File: config.mk
export PLATFORM = sky130hd
export DESIGN_NAME = multiplier_share_arbiter_taint
export DESIGN_NICKNAME = d
export VERILOG_FILES = /design/src/rtl/mult_arb_pkg.sv /design/src/rtl/rr_arbiter_taint.sv /design/src/rtl/multiplier_share_arbiter_taint.sv
export SDC_FILE = /design/constraint.sdc
export NUM_CORES = 1
export LEC_CHECK = 0
export ABC_AREA = 0
export ABC_CLOCK_PERIOD_IN_PS = 2900
export CAP_MARGIN = 20
export CORE_AREA = 2 2 190 192
export CTS_CLUSTER_DIAMETER = 100
export DETAILED_ROUTE_END_ITERATION = 7
export DIE_AREA = 0 0 192 194
export PLACE_DENSITY_LB_ADDON = 0.05
export SLEW_MARGIN = 5
export SYNTH_ARGS = -nofsm -noshare
export SYNTH_HDL_FRONTEND = slang
export SYNTH_SLANG_ARGS = --single-unit
File: constraint.sdc
create_clock -name clk -period 2.9 [get_ports clk]
set_input_delay 0.29 -clock clk [delete_from_list [all_inputs] [get_ports clk]]
set_output_delay 0.29 -clock clk [all_outputs]
set_load 0.005 [all_outputs]
File: src/rtl/mult_arb_pkg.sv
// Shared definitions for the multiplier-share arbiter: FSM state encodings
// and the default WAIT-cycle limit used when MULT_ARB_TIMEOUT_EN is defined.
package mult_arb_pkg;

  localparam logic [1:0] ST_IDLE  = 2'd0;
  localparam logic [1:0] ST_ISSUE = 2'd1;
  localparam logic [1:0] ST_WAIT  = 2'd2;
  localparam logic [1:0] ST_RESP  = 2'd3;

  // Default WAIT limit: a full shift-add pass over 2*WIDTH bits plus slack.
  function automatic int default_timeout(input int width);
    return 2 * width + 8;
  endfunction

endpackage

File: src/rtl/rr_arbiter_taint.sv
// Combinational round-robin pick with a 1-bit taint summary.
// The search starts at ptr and wraps; gt is the OR of the taint of every
// active request, because the identity of the winner depends on all of them.
module rr_arbiter_taint
  import mult_arb_pkg::*;
#(
  parameter int NREQ = 4,
  parameter int IDXW = (NREQ > 1) ? $clog2(NREQ) : 1
) (
  input  logic [NREQ-1:0] req,
  input  logic [NREQ-1:0] req_t,
  input  logic [IDXW-1:0] ptr,
  output logic [NREQ-1:0] onehot,
  output logic [IDXW-1:0] index,
  output logic            any,
  output logic            gt
);

  // First active request at or after ptr, wrapping around.
  always_comb begin
    int j;
    onehot = '0;
    index  = '0;
    any    = 1'b0;
    gt     = |(req & req_t);
    j      = 0;
    for (int k = 0; k < NREQ; k++) begin
      j = int'(ptr) + k;
      if (j >= NREQ) j = j - NREQ;
      if (!any && req[j]) begin
        any       = 1'b1;
        index     = IDXW'(j);
        onehot[j] = 1'b1;
      end
    end
  end

endmodule

File: src/rtl/multiplier_share_arbiter_taint.sv
// Shares one taint-tracking sequential multiplier among NREQ requesters.
// Round-robin grant, operand capture, single start pulse, done wait, result
// return; 1-bit taint is carried conservatively on every data/control path.
// Optional feature: define MULT_ARB_TIMEOUT_EN to bound WAIT at TIMEOUT
// cycles and flag rsp_err; otherwise WAIT is unbounded and rsp_err is 0.
//
// state | meaning
// IDLE  | no transaction; arbitrate among active requests
// ISSUE | gnt and m_start pulse, operands presented to the multiplier
// WAIT  | waiting for m_done; first cycle ignores a stale done
// RESP  | rsp_valid pulse to the winner, result from capture register
module multiplier_share_arbiter_taint
  import mult_arb_pkg::*;
#(
  parameter int WIDTH   = 32,
  parameter int NREQ    = 4,
  parameter int TIMEOUT = default_timeout(WIDTH)
) (
  input  logic                    clk,
  input  logic                    rst,
  input  logic [NREQ-1:0]         req,
  input  logic [NREQ-1:0]         req_t,
  input  logic [NREQ*WIDTH-1:0]   req_a,
  input  logic [NREQ-1:0]         req_a_t,
  input  logic [NREQ*WIDTH-1:0]   req_b,
  input  logic [NREQ-1:0]         req_b_t,
  output logic [NREQ-1:0]         gnt,
  output logic                    gnt_t,
  output logic [NREQ-1:0]         rsp_valid,
  output logic                    rsp_valid_t,
  output logic [2*WIDTH-1:0]      rsp_product,
  output logic                    rsp_product_t,
  output logic                    rsp_err,
  output logic                    busy,
  output logic                    m_start,
  output logic                    m_start_t,
  output logic [WIDTH-1:0]        m_multiplier,
  output logic                    m_multiplier_t,
  output logic [WIDTH-1:0]        m_multiplicand,
  output logic                    m_multiplicand_t,
  input  logic [2*WIDTH-1:0]      m_product,
  input  logic                    m_product_t,
  input  logic                    m_done,
  input  logic                    m_done_t
);

  localparam int IDXW = (NREQ > 1) ? $clog2(NREQ) : 1;

  logic [1:0]         state_q, state_d;
  logic [IDXW-1:0]    ptr_q, ptr_d;
  logic [NREQ-1:0]    win_oh_q, win_oh_d;
  logic [WIDTH-1:0]   a_q, a_d, b_q, b_d;
  logic               at_q, at_d, bt_q, bt_d;
  logic               gt_q, gt_d;
  logic [2*WIDTH-1:0] prod_q, prod_d;
  logic               prod_t_q, prod_t_d;
  logic               vt_q, vt_d;
  logic               wait2_q, wait2_d;

  logic [NREQ-1:0]    arb_onehot;
  logic [IDXW-1:0]    arb_index;
  logic               arb_any;
  logic               arb_gt;

`ifdef MULT_ARB_TIMEOUT_EN
  localparam int CNTW = $clog2(TIMEOUT + 1);
  logic [CNTW-1:0]    cnt_q, cnt_d;
  logic               err_q, err_d;
`else
  logic               unused_timeout;
  assign unused_timeout = (TIMEOUT != 0);
`endif

  rr_arbiter_taint #(.NREQ(NREQ), .IDXW(IDXW)) u_arb (
    .req    (req),
    .req_t  (req_t),
    .ptr    (ptr_q),
    .onehot (arb_onehot),
    .index  (arb_index),
    .any    (arb_any),
    .gt     (arb_gt)
  );

  // Next-state and capture logic for the transaction FSM.
  always_comb begin
    state_d  = state_q;
    ptr_d    = ptr_q;
    win_oh_d = win_oh_q;
    a_d      = a_q;
    b_d      = b_q;
    at_d     = at_q;
    bt_d     = bt_q;
    gt_d     = gt_q;
    prod_d   = prod_q;
    prod_t_d = prod_t_q;
    vt_d     = vt_q;
    wait2_d  = wait2_q;
`ifdef MULT_ARB_TIMEOUT_EN
    cnt_d    = cnt_q;
    err_d    = err_q;
`endif
    case (state_q)
      ST_IDLE: begin
        if (arb_any) begin
          state_d  = ST_ISSUE;
          win_oh_d = arb_onehot;
          a_d      = req_a[arb_index*WIDTH +: WIDTH];
          b_d      = req_b[arb_index*WIDTH +: WIDTH];
          at_d     = req_a_t[arb_index];
          bt_d     = req_b_t[arb_index];
          gt_d     = arb_gt;
          ptr_d    = (int'(arb_index) == NREQ - 1) ? '0 : arb_index + IDXW'(1);
        end
      end
      ST_ISSUE: begin
        state_d = ST_WAIT;
        wait2_d = 1'b0;
`ifdef MULT_ARB_TIMEOUT_EN
        cnt_d   = '0;
`endif
      end
      ST_WAIT: begin
        wait2_d = 1'b1;
`ifdef MULT_ARB_TIMEOUT_EN
        cnt_d   = cnt_q + CNTW'(1);
`endif
        // A done still high from the previous operation is ignored on the
        // first WAIT cycle; the multiplier has only just seen m_start.
        if (wait2_q && m_done) begin
          state_d  = ST_RESP;
          prod_d   = m_product;
          prod_t_d = m_product_t | gt_q;
          vt_d     = m_done_t | gt_q;
`ifdef MULT_ARB_TIMEOUT_EN
          err_d    = 1'b0;
        end else if (cnt_q == CNTW'(TIMEOUT)) begin
          state_d  = ST_RESP;
          prod_d   = '0;
          prod_t_d = gt_q;
          vt_d     = gt_q;
          err_d    = 1'b1;
`endif
        end
      end
      ST_RESP: state_d = ST_IDLE;
      default: state_d = ST_IDLE;
    endcase
  end

  // State and datapath registers with synchronous active-low reset.
  always_ff @(posedge clk) begin
    if (!rst) begin
      state_q  <= ST_IDLE;
      ptr_q    <= '0;
      win_oh_q <= '0;
      a_q      <= '0;
      b_q      <= '0;
      at_q     <= 1'b0;
      bt_q     <= 1'b0;
      gt_q     <= 1'b0;
      prod_q   <= '0;
      prod_t_q <= 1'b0;
      vt_q     <= 1'b0;
      wait2_q  <= 1'b0;
`ifdef MULT_ARB_TIMEOUT_EN
      cnt_q    <= '0;
      err_q    <= 1'b0;
`endif
    end else begin
      state_q  <= state_d;
      ptr_q    <= ptr_d;
      win_oh_q <= win_oh_d;
      a_q      <= a_d;
      b_q      <= b_d;
      at_q     <= at_d;
      bt_q     <= bt_d;
      gt_q     <= gt_d;
      prod_q   <= prod_d;
      prod_t_q <= prod_t_d;
      vt_q     <= vt_d;
      wait2_q  <= wait2_d;
`ifdef MULT_ARB_TIMEOUT_EN
      cnt_q    <= cnt_d;
      err_q    <= err_d;
`endif
    end
  end

  assign busy             = (state_q != ST_IDLE);
  assign gnt              = (state_q == ST_ISSUE) ? win_oh_q : '0;
  assign gnt_t            = (state_q == ST_ISSUE) & gt_q;
  assign m_start          = (state_q == ST_ISSUE);
  assign m_start_t        = (state_q == ST_ISSUE) & gt_q;
  assign m_multiplier     = a_q;
  assign m_multiplier_t   = at_q | gt_q;
  assign m_multiplicand   = b_q;
  assign m_multiplicand_t = bt_q | gt_q;
  assign rsp_valid        = (state_q == ST_RESP) ? win_oh_q : '0;
  assign rsp_valid_t      = (state_q == ST_RESP) & vt_q;
  assign rsp_product      = prod_q;
  assign rsp_product_t    = prod_t_q;
`ifdef MULT_ARB_TIMEOUT_EN
  assign rsp_err          = (state_q == ST_RESP) & err_q;
`else
  assign rsp_err          = 1'b0;
`endif

endmodule

==> results of run 1 <==
==> repair_timing <==
item,4_1_cts,5_1_grt
setup buffers,0,2
hold buffers,0,0
gates resized for setup,0,8
setup endpoints to repair,0,24
==> critical path, stage by stage, from the launching register on <==
cell and delay, ns:
dfxtp_2 0.36, inv_2 0.07, ha_4 0.30, mux4_2 0.54
nor2b_4 0.13, nor2_1 0.09, mux2i_4 0.30, buf_12 0.19
buf_12 0.18, mux2i_1 0.27, o221ai_1 0.13
==> path summary, 6_finish.rpt <==
| check | from | endpoint | depth (start not counted) |
|---|---|---|---|
| hold reg to reg | m_multiplier[27]$_SDFFE_PN0P_ | m_multiplier[27]$_SDFFE_PN0P_ | 2 |
| setup reg to reg | ptr_q[0]$_SDFFE_PN0P_ | m_multiplier[13]$_SDFFE_PN0P_ | 10 |
| setup / recovery | ptr_q[0]$_SDFFE_PN0P_ | m_multiplier[13]$_SDFFE_PN0P_ | 10 |
| hold / removal | rst | gt_q$_SDFFE_PN0P_ | 2 |
==> final cells by class <==
cell class | instances | area (um2)
Antenna cell | 1 | 2.50
Clock buffer | 20 | 437
Clock inverter | 11 | 214
Fill cell | 3568 | 21700
Inverter | 6 | 22.5
Multi-Input combinational cell | 556 | 3970
Sequential cell | 142 | 2840
Tap cell | 461 | 577
Timing Repair Buffer | 535 | 5460
==> sequential cells by signal, indices dropped and copies added, names as in the netlist, 2 cells and up <==
name	flops
m_multiplier	32
state_q	2
win_oh_q	4
ptr_q	2
rsp_product	64
m_multiplicand	32
==> per-stage QoR <==
stage	hold slack, ns	setup TNS (ns)	util	setup slack (ns)	instances
2_1_floorplan	0.424	0	-	0.00365	772
3_3_place_gp	0.441	-1.05	0.363	-0.0951	1696
3_5_place_dp	0.446	-0.929	0.363	-0.0885	1696
4_1_cts	0.174	0	0.381	0.0735	1727
5_1_grt	0.215	0	0.384	0.0322	1732
6_report	0.213	0	0.384	0.190	1732
==> cells by family after synthesis <==
kind of cell               count (synthesis)
AOI/OAI and AO/OA                        160
xor gates and xnor gates                   1
adders and majority gates                 12
buffers and inverters                     74
DFF                                      142
muxes                                    141
other                                      1
and+or+nand+nor                          241
==> cell usage in the layout, fill, tap and decap left out, drive strengths merged, types with 2 or more instances in the layout <==
master / count
a21oi: 4
o211a: 5
nand2: 200
o221ai: 66
mux4: 4
clkdlybuf4s50: 483
o211ai: 4
mux2i: 136
nand3: 3
nor4: 3
nor2b: 6
and2: 10
a22oi: 11
nor3b: 2
ha: 12
o22ai: 2
buf: 50
nor3: 2
clkbuf: 22
a21boi: 64
or2: 3
dfxtp: 142
inv: 7
clkinvlp: 2
nor2: 9
bufinv: 6
clkinv: 2
==> cell usage after synthesis <==
cell,n,share of area
a21boi_0,64,0.067
a21oi_1,4,0.0028
a22oi_1,11,0.012
a31oi_1,1,0.00088
and2_1,10,0.0087
and3_1,1,0.00088
and3b_1,1,0.0012
buf_1,2,0.0011
buf_12,1,0.0028
buf_2,4,0.0028
buf_4,5,0.0052
buf_8,6,0.013
clkbuf_1,45,0.024
clkbuf_4,5,0.0052
conb_1,1,0.00052
dfxtp_1,142,0.40
ha_1,12,0.021
inv_1,6,0.0031
mux2_2,1,0.0016
mux2i_1,136,0.19
mux4_2,4,0.013
nand2_1,200,0.10
nand3_1,3,0.0021
nor2_1,9,0.0047
nor2b_1,5,0.0044
nor2b_4,1,0.0019
nor3_1,2,0.0014
nor3b_1,2,0.0021
nor4_1,3,0.0026
nor4b_1,1,0.0012
o211a_1,5,0.0070
o211ai_1,4,0.0042
o21ai_0,1,0.00070
o221a_2,1,0.0016
o221ai_1,66,0.081
o22ai_1,2,0.0017
o311ai_0,1,0.0012
or2_2,3,0.0026
xor2_1,1,0.0012
==> layer usage <==
layer	vias to the layer above	wire (um)
met5	-	0
met4	0	500
met3	23	2850
met2	289	17100
met1	3497	13200
li1	3736	-
==> power by group through the flow <==
stage	clock (W)	combinational, W	sequential (W)
final	0.00253	0.00478	0.00251
after global routing	0.00269	0.00516	0.00256
after CTS	0.00264	0.00470	0.00251
after detailed placement	0	0.00468	0.00254
after global placement	0	0.00468	0.00255
after floorplan	0	0.00252	0.00254
==> flow_metrics.tcl, run 1 <==
set metrics [dict create \
    tritoncts "built" \
    max-vdd-ir-drop_v 0.000442 \
    cp.required_ns 3.20 \
    worst_slew_margin_rel 0.561 \
    wl_um 33600 \
    synth_cell_types 39 \
    synth_mux_area_frac 0.205 \
    met1_usage 0.191 \
    cts_buffers 17 \
    nets 1611 \
    area_growth_syn_to_layout_pct 89.1 \
    gp_congestion 0.776 \
    design_area_mm2 0.0135 \
    vias 7545 \
    syn_area_mm2 0.00715 \
    status "finished, final reports clean" \
    drv_slew 0 \
    finalClockSkew_ns 0.00912 \
    ys_seq_area_frac 0.398 \
    seqPwrFrac 0.255 \
    cp-start-kind "flop" \
    yosysWarnings 0 \
    portBuffers 484 \
    cp-end-kind "flop" \
    initial_core_util 0.203 \
    clk_pin_slew_ns 0.06 \
    rsz0062_at_grt "false" \
    clock-sinks 142 \
    crit_fanout 17 \
    fin_crit_sh 0.934 \
    die_x_um 192 \
    yosys.area_share.simple 0.139 \
    post-dp-hpwl_um 25700 \
    tightestPinTransition_ns 0.659 \
    p_int_w 0.00661 \
    fmaxAchievable_mhz 369 \
    setup.worst_path.class "reg -> reg" \
    netlist_instances 772 \
    grt_use_total 0.174 \
    synth-seq-cells 142 \
    grt-ovfl-total 0 \
    dpl_cell_area_mm2 0.0128 \
    die_height_um 194 \
    grt_pass1_vias 7724 \
    p_sw_w 0.00321 \
    syn-num-nets 1125 \
    clock_latency_ns 0.43 \
    syn_avg_cell_area_um2 9.26 \
    htreeDepth 4 \
    antenna_found_initial 1 \
    drt_first_pass_iters 6 \
    synth_xor_area_frac 0.00122 \
    swShare 0.327 \
    p_per_area_mw_per_mm2 726 \
    antenna_left 0 \
    drv_cap 0 \
    top_usage_layer "met2" \
    yosys.area_share.adder 0.0210 \
    drt_iter0_drc 181 \
    vias_per_cell 4.36 \
    clkPwrFrac 0.258 \
    period_needed_ns 2.71 \
    cts-root-buf "clkbuf_16" \
    grtUsageMet3 0.0619 \
    gr-usage-met2 0.312 \
    dieArea_mm2 0.0372 \
    worst-r2r-setup-slack_ns 0.19 \
    arrival_ns 3.01 \
    setup-violations-final 0 \
    power.share.combinational 0.487 \
    rows 69 \
    ios 486 \
    placeableCoreArea_mm2 0.0352 \
    wl_per_cell_um 19.4 \
    grt_start_max_net_pins 71 \
    hold_violations 0 \
    cts_buffer_depth 2 \
    synth-compound-area-share 0.180 \
    route.detailed.drc 0 \
    layout-drive-gt1-share 0.0795 \
    grt_pass1_wl_um 48200 \
    holdCritPathClass "in -> reg" \
    total_power_w 0.00982 \
    synth_top_family_by_area "multiplexers" \
    power.leakage_nw 5.31 \
]
(Power assumes the default switching activity.)
==> run 2: changes to the inputs <==
--- a/config.mk
+++ b/config.mk
@@ -12,6 +12,7 @@
 export CTS_CLUSTER_DIAMETER = 100
 export DETAILED_ROUTE_END_ITERATION = 7
 export DIE_AREA = 0 0 192 194
+export MAX_ROUTING_LAYER = met4
 export PLACE_DENSITY_LB_ADDON = 0.05
 export SLEW_MARGIN = 5
 export SYNTH_ARGS = -nofsm -noshare
==> flow_metrics.tcl, run 2 (synthesis gave the netlist of run 1 again) <==
set metrics [dict create \
    portBuffers 484 \
    clkPwrFrac 0.258 \
    critical_path.cell_chain "inv_2 > ha_4 > mux4_2 > nor2b_4 > nor2_1 > mux2i_4 > buf_12 > buf_12 > mux2i_1 > o221ai_1" \
    cts_buffer_depth 2 \
    tightestPinTransition_ns 0.653 \
    grt_use_total 0.178 \
    worst_slack_ns 0.187 \
    drv_slew 0 \
    htreeDepth 4 \
    grt_start_max_net_pins 71 \
    finalClockSkew_ns 0.00980 \
    p_sw_w 0.00321 \
    grt-ovfl-total 0 \
    max-vdd-ir-drop_v 0.000445 \
    grt_pass1_vias 7754 \
    rsz0062_at_grt "false" \
    cp.required_ns 3.20 \
    drt_iter0_drc 207 \
    dieArea_mm2 0.0372 \
    cp-start-kind "flop" \
    setup-violations-final 0 \
    gp_congestion 0.787 \
    wl_um 33500 \
    antenna_left 0 \
    wl_per_cell_um 19.3 \
    grt_pass1_wl_um 48100 \
    met1_length_um 13100 \
    initial_core_util 0.203 \
    layout_common_cells "clkdlybuf4s50_1 (483), nand2_1 (200), dfxtp_1 (141)" \
    path_delay_family "multiplexers" \
    dpl_cell_area_mm2 0.0128 \
    drt_first_pass_iters 6 \
    nets 1611 \
    seqPwrFrac 0.256 \
    cp_slowest_cell "mux4_2" \
    hold_violations 0 \
    hold_slack_ns 0.214 \
    route.detailed.drc 0 \
    tritoncts "built" \
    cts_buffers 17 \
    final_util 0.384 \
    die_height_um 194 \
    mostFrequentLayoutCell "clkdlybuf4s50_1" \
    die_x_um 192 \
    clk_pin_slew_ns 0.06 \
    clock-sinks 142 \
    cp_slowest_stage_delay_ns 0.54 \
    worst_slew_margin_rel 0.565 \
    wl_met2_um 17100 \
    status "finished, final reports clean" \
    vias 7520 \
    setup.worst_path.class "reg -> reg" \
    wl_met3_um 2790 \
    arrival_ns 3.02 \
    largest_register_ffs 64 \
    vias_per_cell 4.34 \
    fin_crit_sh 0.936 \
    top_layer "met4" \
    p_per_area_mw_per_mm2 727 \
    crit_fanout 17 \
    clock_latency_ns 0.44 \
    cts-root-buf "clkbuf_16" \
    fmaxAchievable_mhz 369 \
    rows 69 \
    power.leakage_nw 5.31 \
    holdCritPathClass "in -> reg" \
    swShare 0.327 \
    design_area_mm2 0.0135 \
    drv_cap 0 \
    worst-r2r-setup-slack_ns 0.19 \
    layout-drive-gt1-share 0.0795 \
    post-dp-hpwl_um 25700 \
    p_int_w 0.00661 \
    antenna_found_initial 1 \
    path_buf_inv 3 \
    cp-end-kind "flop" \
    placeableCoreArea_mm2 0.0352 \
    period_needed_ns 2.71 \
    crit_top_cell "buf_12" \
    area_growth_syn_to_layout_pct 89.1 \
    power.share.combinational 0.487 \
    pre_cts_ws_ns -0.0885 \
    ios 486 \
]
## run 2: cell counts in the layout (fill, tap and decap cells not counted)
No cell type changed its count.
## run 2: path summary, 6_finish.rpt
path	start	endpoint	cells past startpoint
min reg2reg	m_multiplier[27]$_SDFFE_PN0P_	m_multiplier[27]$_SDFFE_PN0P_	2
min	rst	gt_q$_SDFFE_PN0P_	2
max	ptr_q[0]$_SDFFE_PN0P_	m_multiplier[13]$_SDFFE_PN0P_	10
max reg2reg	ptr_q[0]$_SDFFE_PN0P_	m_multiplier[13]$_SDFFE_PN0P_	10
## run 2: power by group through the flow
stage / registers [W] / clock network (W) / logic, W
after floorplan: 0.00254 / 0 / 0.00252
after global placement: 0.00255 / 0 / 0.00468
after detailed placement: 0.00254 / 0 / 0.00468
after CTS: 0.00251 / 0.00264 / 0.00470
after global routing: 0.00256 / 0.00268 / 0.00516
final: 0.00251 / 0.00253 / 0.00478
## run 2: final cells by class
type	count	area, um2
multi-input cells	556	3970
clock buffers	20	437
flip-flops and latches	142	2840
diodes	1	2.50
clock inverters	11	214
inverters	6	22.5
well taps	461	577
repair buffers	535	5460
fillers	3568	21700
## run 2: through the flow
stage / power (W) / instances / setup TNS, ns
floorplan: 0.00505 / 772 / 0
global placement: 0.00723 / 1696 / -1.05
detailed placement: 0.00722 / 1696 / -0.929
CTS: 0.00985 / 1727 / 0
global route: 0.0104 / 1732 / 0
finish: 0.00983 / 1732 / 0
## run 2: routing by layer
metal	global-route usage	up-vias
met5	-	-
met4	0.0495	0
met3	0.0612	22
met2	0.313	274
met1	0.189	3484
li1	-	3740
## run 2: timing repair
item                                    in CTS  in global routing
setup buffers                                0                  2
endpoints found under the setup margin       0                 24
hold buffers                                 0                  0
hold endpoints to repair                     0                  0
resized for setup                            0                  8
==> run 3: changes to the inputs <==
--- a/config.mk
+++ b/config.mk
@@ -8,10 +8,9 @@
 export ABC_AREA = 0
 export ABC_CLOCK_PERIOD_IN_PS = 2900
 export CAP_MARGIN = 20
-export CORE_AREA = 2 2 190 192
-export CTS_CLUSTER_DIAMETER = 100
+export CORE_AREA = 4 4 187 189
 export DETAILED_ROUTE_END_ITERATION = 7
-export DIE_AREA = 0 0 192 194
+export DIE_AREA = 0 0 191 193
 export MAX_ROUTING_LAYER = met4
 export PLACE_DENSITY_LB_ADDON = 0.05
 export SLEW_MARGIN = 5
==> flow_metrics.tcl, run 3 (synthesis gave the netlist of run 1 again) <==
set metrics [dict create \
    status "finished, final reports clean" \
    cp_slowest_cell "mux4_2" \
    ios 486 \
    mostFrequentLayoutCell "clkdlybuf4s50_1" \
    grt-ovfl-total 0 \
    dieArea_mm2 0.0369 \
    tritoncts "built" \
    vias_per_cell 4.35 \
    period_needed_ns 2.71 \
    drv_cap 0 \
    initial_core_util 0.215 \
    arrival_ns 3.02 \
    antenna_found_initial 4 \
    rows 67 \
    cts_resized 0 \
    hold_slack_ns 0.280 \
    largest_register_ffs 64 \
    cts-root-buf "clkbuf_16" \
    hold_violations 0 \
    setup.worst_path.class "reg -> reg" \
    wl_um 33800 \
    tightestPinTransition_ns 0.755 \
    route.detailed.drc 0 \
    critical_path.cell_chain "inv_1 > ha_4 > mux4_2 > nor2b_4 > nor2_1 > mux2i_4 > buf_12 > buf_4 > mux2i_1 > o221ai_1" \
    die_x_um 191 \
    grt_pass1_vias 7867 \
    cp.required_ns 3.21 \
    crit_fanout 13 \
    postCtsSetupBuffers 0 \
    htreeDepth 4 \
    setup-violations-final 0 \
    cp-start-kind "flop" \
    worst_slew_margin_rel 0.497 \
    antenna_left 0 \
    nets 1611 \
    p_per_area_mw_per_mm2 706 \
    vias 7501 \
    cp-end-kind "flop" \
    holdCritPathClass "in -> reg" \
    post-dp-hpwl_um 26700 \
    cts_buffer_depth 2 \
    postCtsHoldBufs 0 \
    layout-drive-gt1-share 0.0740 \
    drv_slew 0 \
    clock-sinks 142 \
    grt_start_max_net_pins 67 \
    design_area_mm2 0.0134 \
    clk_pin_slew_ns 0.06 \
    fin_crit_sh 0.933 \
    portBuffers 484 \
    power.leakage_nw 5.27 \
    cp_slowest_stage_delay_ns 0.54 \
    wl_per_cell_um 19.6 \
    drt_first_pass_iters 4 \
    drt_iter0_drc 241 \
    placeableCoreArea_mm2 0.0333 \
    gp_congestion 0.788 \
    rsz0062_at_grt "false" \
    area_growth_syn_to_layout_pct 87.2 \
    grt_pass1_wl_um 48100 \
    fmaxAchievable_mhz 370 \
    finalClockSkew_ns 0.00707 \
    die_height_um 193 \
    grt_use_total 0.179 \
    layout_common_cells "clkdlybuf4s50_1 (483), nand2_1 (200), dfxtp_1 (142)" \
    max-vdd-ir-drop_v 0.000547 \
    clock_latency_ns 0.43 \
    cts_buffers 17 \
    dpl_cell_area_mm2 0.0128 \
]
[run 3: final timing paths]
path                         start                            end  slack [ns]  depth (start not counted)
max          ptr_q[1]$_SDFFE_PN0P_  m_multiplier[22]$_SDFFE_PN0P_        0.19                         10
min                            rst       win_oh_q[3]$_SDFFE_PN0P_        0.28                          2
max reg2reg  ptr_q[1]$_SDFFE_PN0P_  m_multiplier[22]$_SDFFE_PN0P_        0.19                         10
min reg2reg      bt_q$_SDFFE_PN0P_              bt_q$_SDFFE_PN0P_        0.46                          2
[run 3: where the power goes]
group / switching [W] / leakage (nW) / internal [W]
clock network: 0.000877 / 0.281 / 0.00133
registers: 0.000208 / 1.16 / 0.00230
logic: 0.00205 / 3.83 / 0.00268
[run 3: per-layer routing]
| metal | global-route usage | vias up | share of wire |
|---|---|---|---|
| li1 | - | 3734 | - |
| met1 | 0.190 | 3445 | 0.38 |
| met2 | 0.313 | 294 | 0.51 |
| met3 | 0.0679 | 28 | 0.088 |
| met4 | 0.0547 | 0 | 0.016 |
| met5 | - | - | 0 |
[run 3: metrics by stage]
step | setup TNS (ns) | cells | util | power, W | setup WS [ns]
2_1_floorplan | 0 | 772 | - | 0.00505 | 0.00365
4_1_cts | 0 | 1713 | 0.401 | 0.00958 | 0.155
3_3_place_gp | -0.0208 | 1682 | 0.384 | 0.00729 | -0.0208
6_report | 0 | 1723 | 0.402 | 0.00945 | 0.194
3_5_place_dp | -0.502 | 1682 | 0.384 | 0.00730 | -0.0428
5_1_grt | 0 | 1722 | 0.402 | 0.0100 | 0.00846
[run 3: layout make-up]
type | instances | area (um2)
Clock buffer | 25 | 485
Fill cell | 3358 | 19900
Tap cell | 448 | 561
Timing Repair Buffer | 535 | 5420
Clock inverter | 6 | 83.8
Multi-Input combinational cell | 556 | 3960
Sequential cell | 142 | 2840
Antenna cell | 5 | 12.5
Inverter | 6 | 22.5
[run 3: worst max-delay path, delay by kind of cell (launching register included)]
kind / cells / cell delay, ns
multiplexers: 3 / 1.02
buffers and inverters: 3 / 0.54
flip-flops: 1 / 0.34
adder cells (fa/ha/maj): 1 / 0.34
AND/OR/NAND/NOR: 2 / 0.22
AO/OA/AOI/OAI: 1 / 0.12
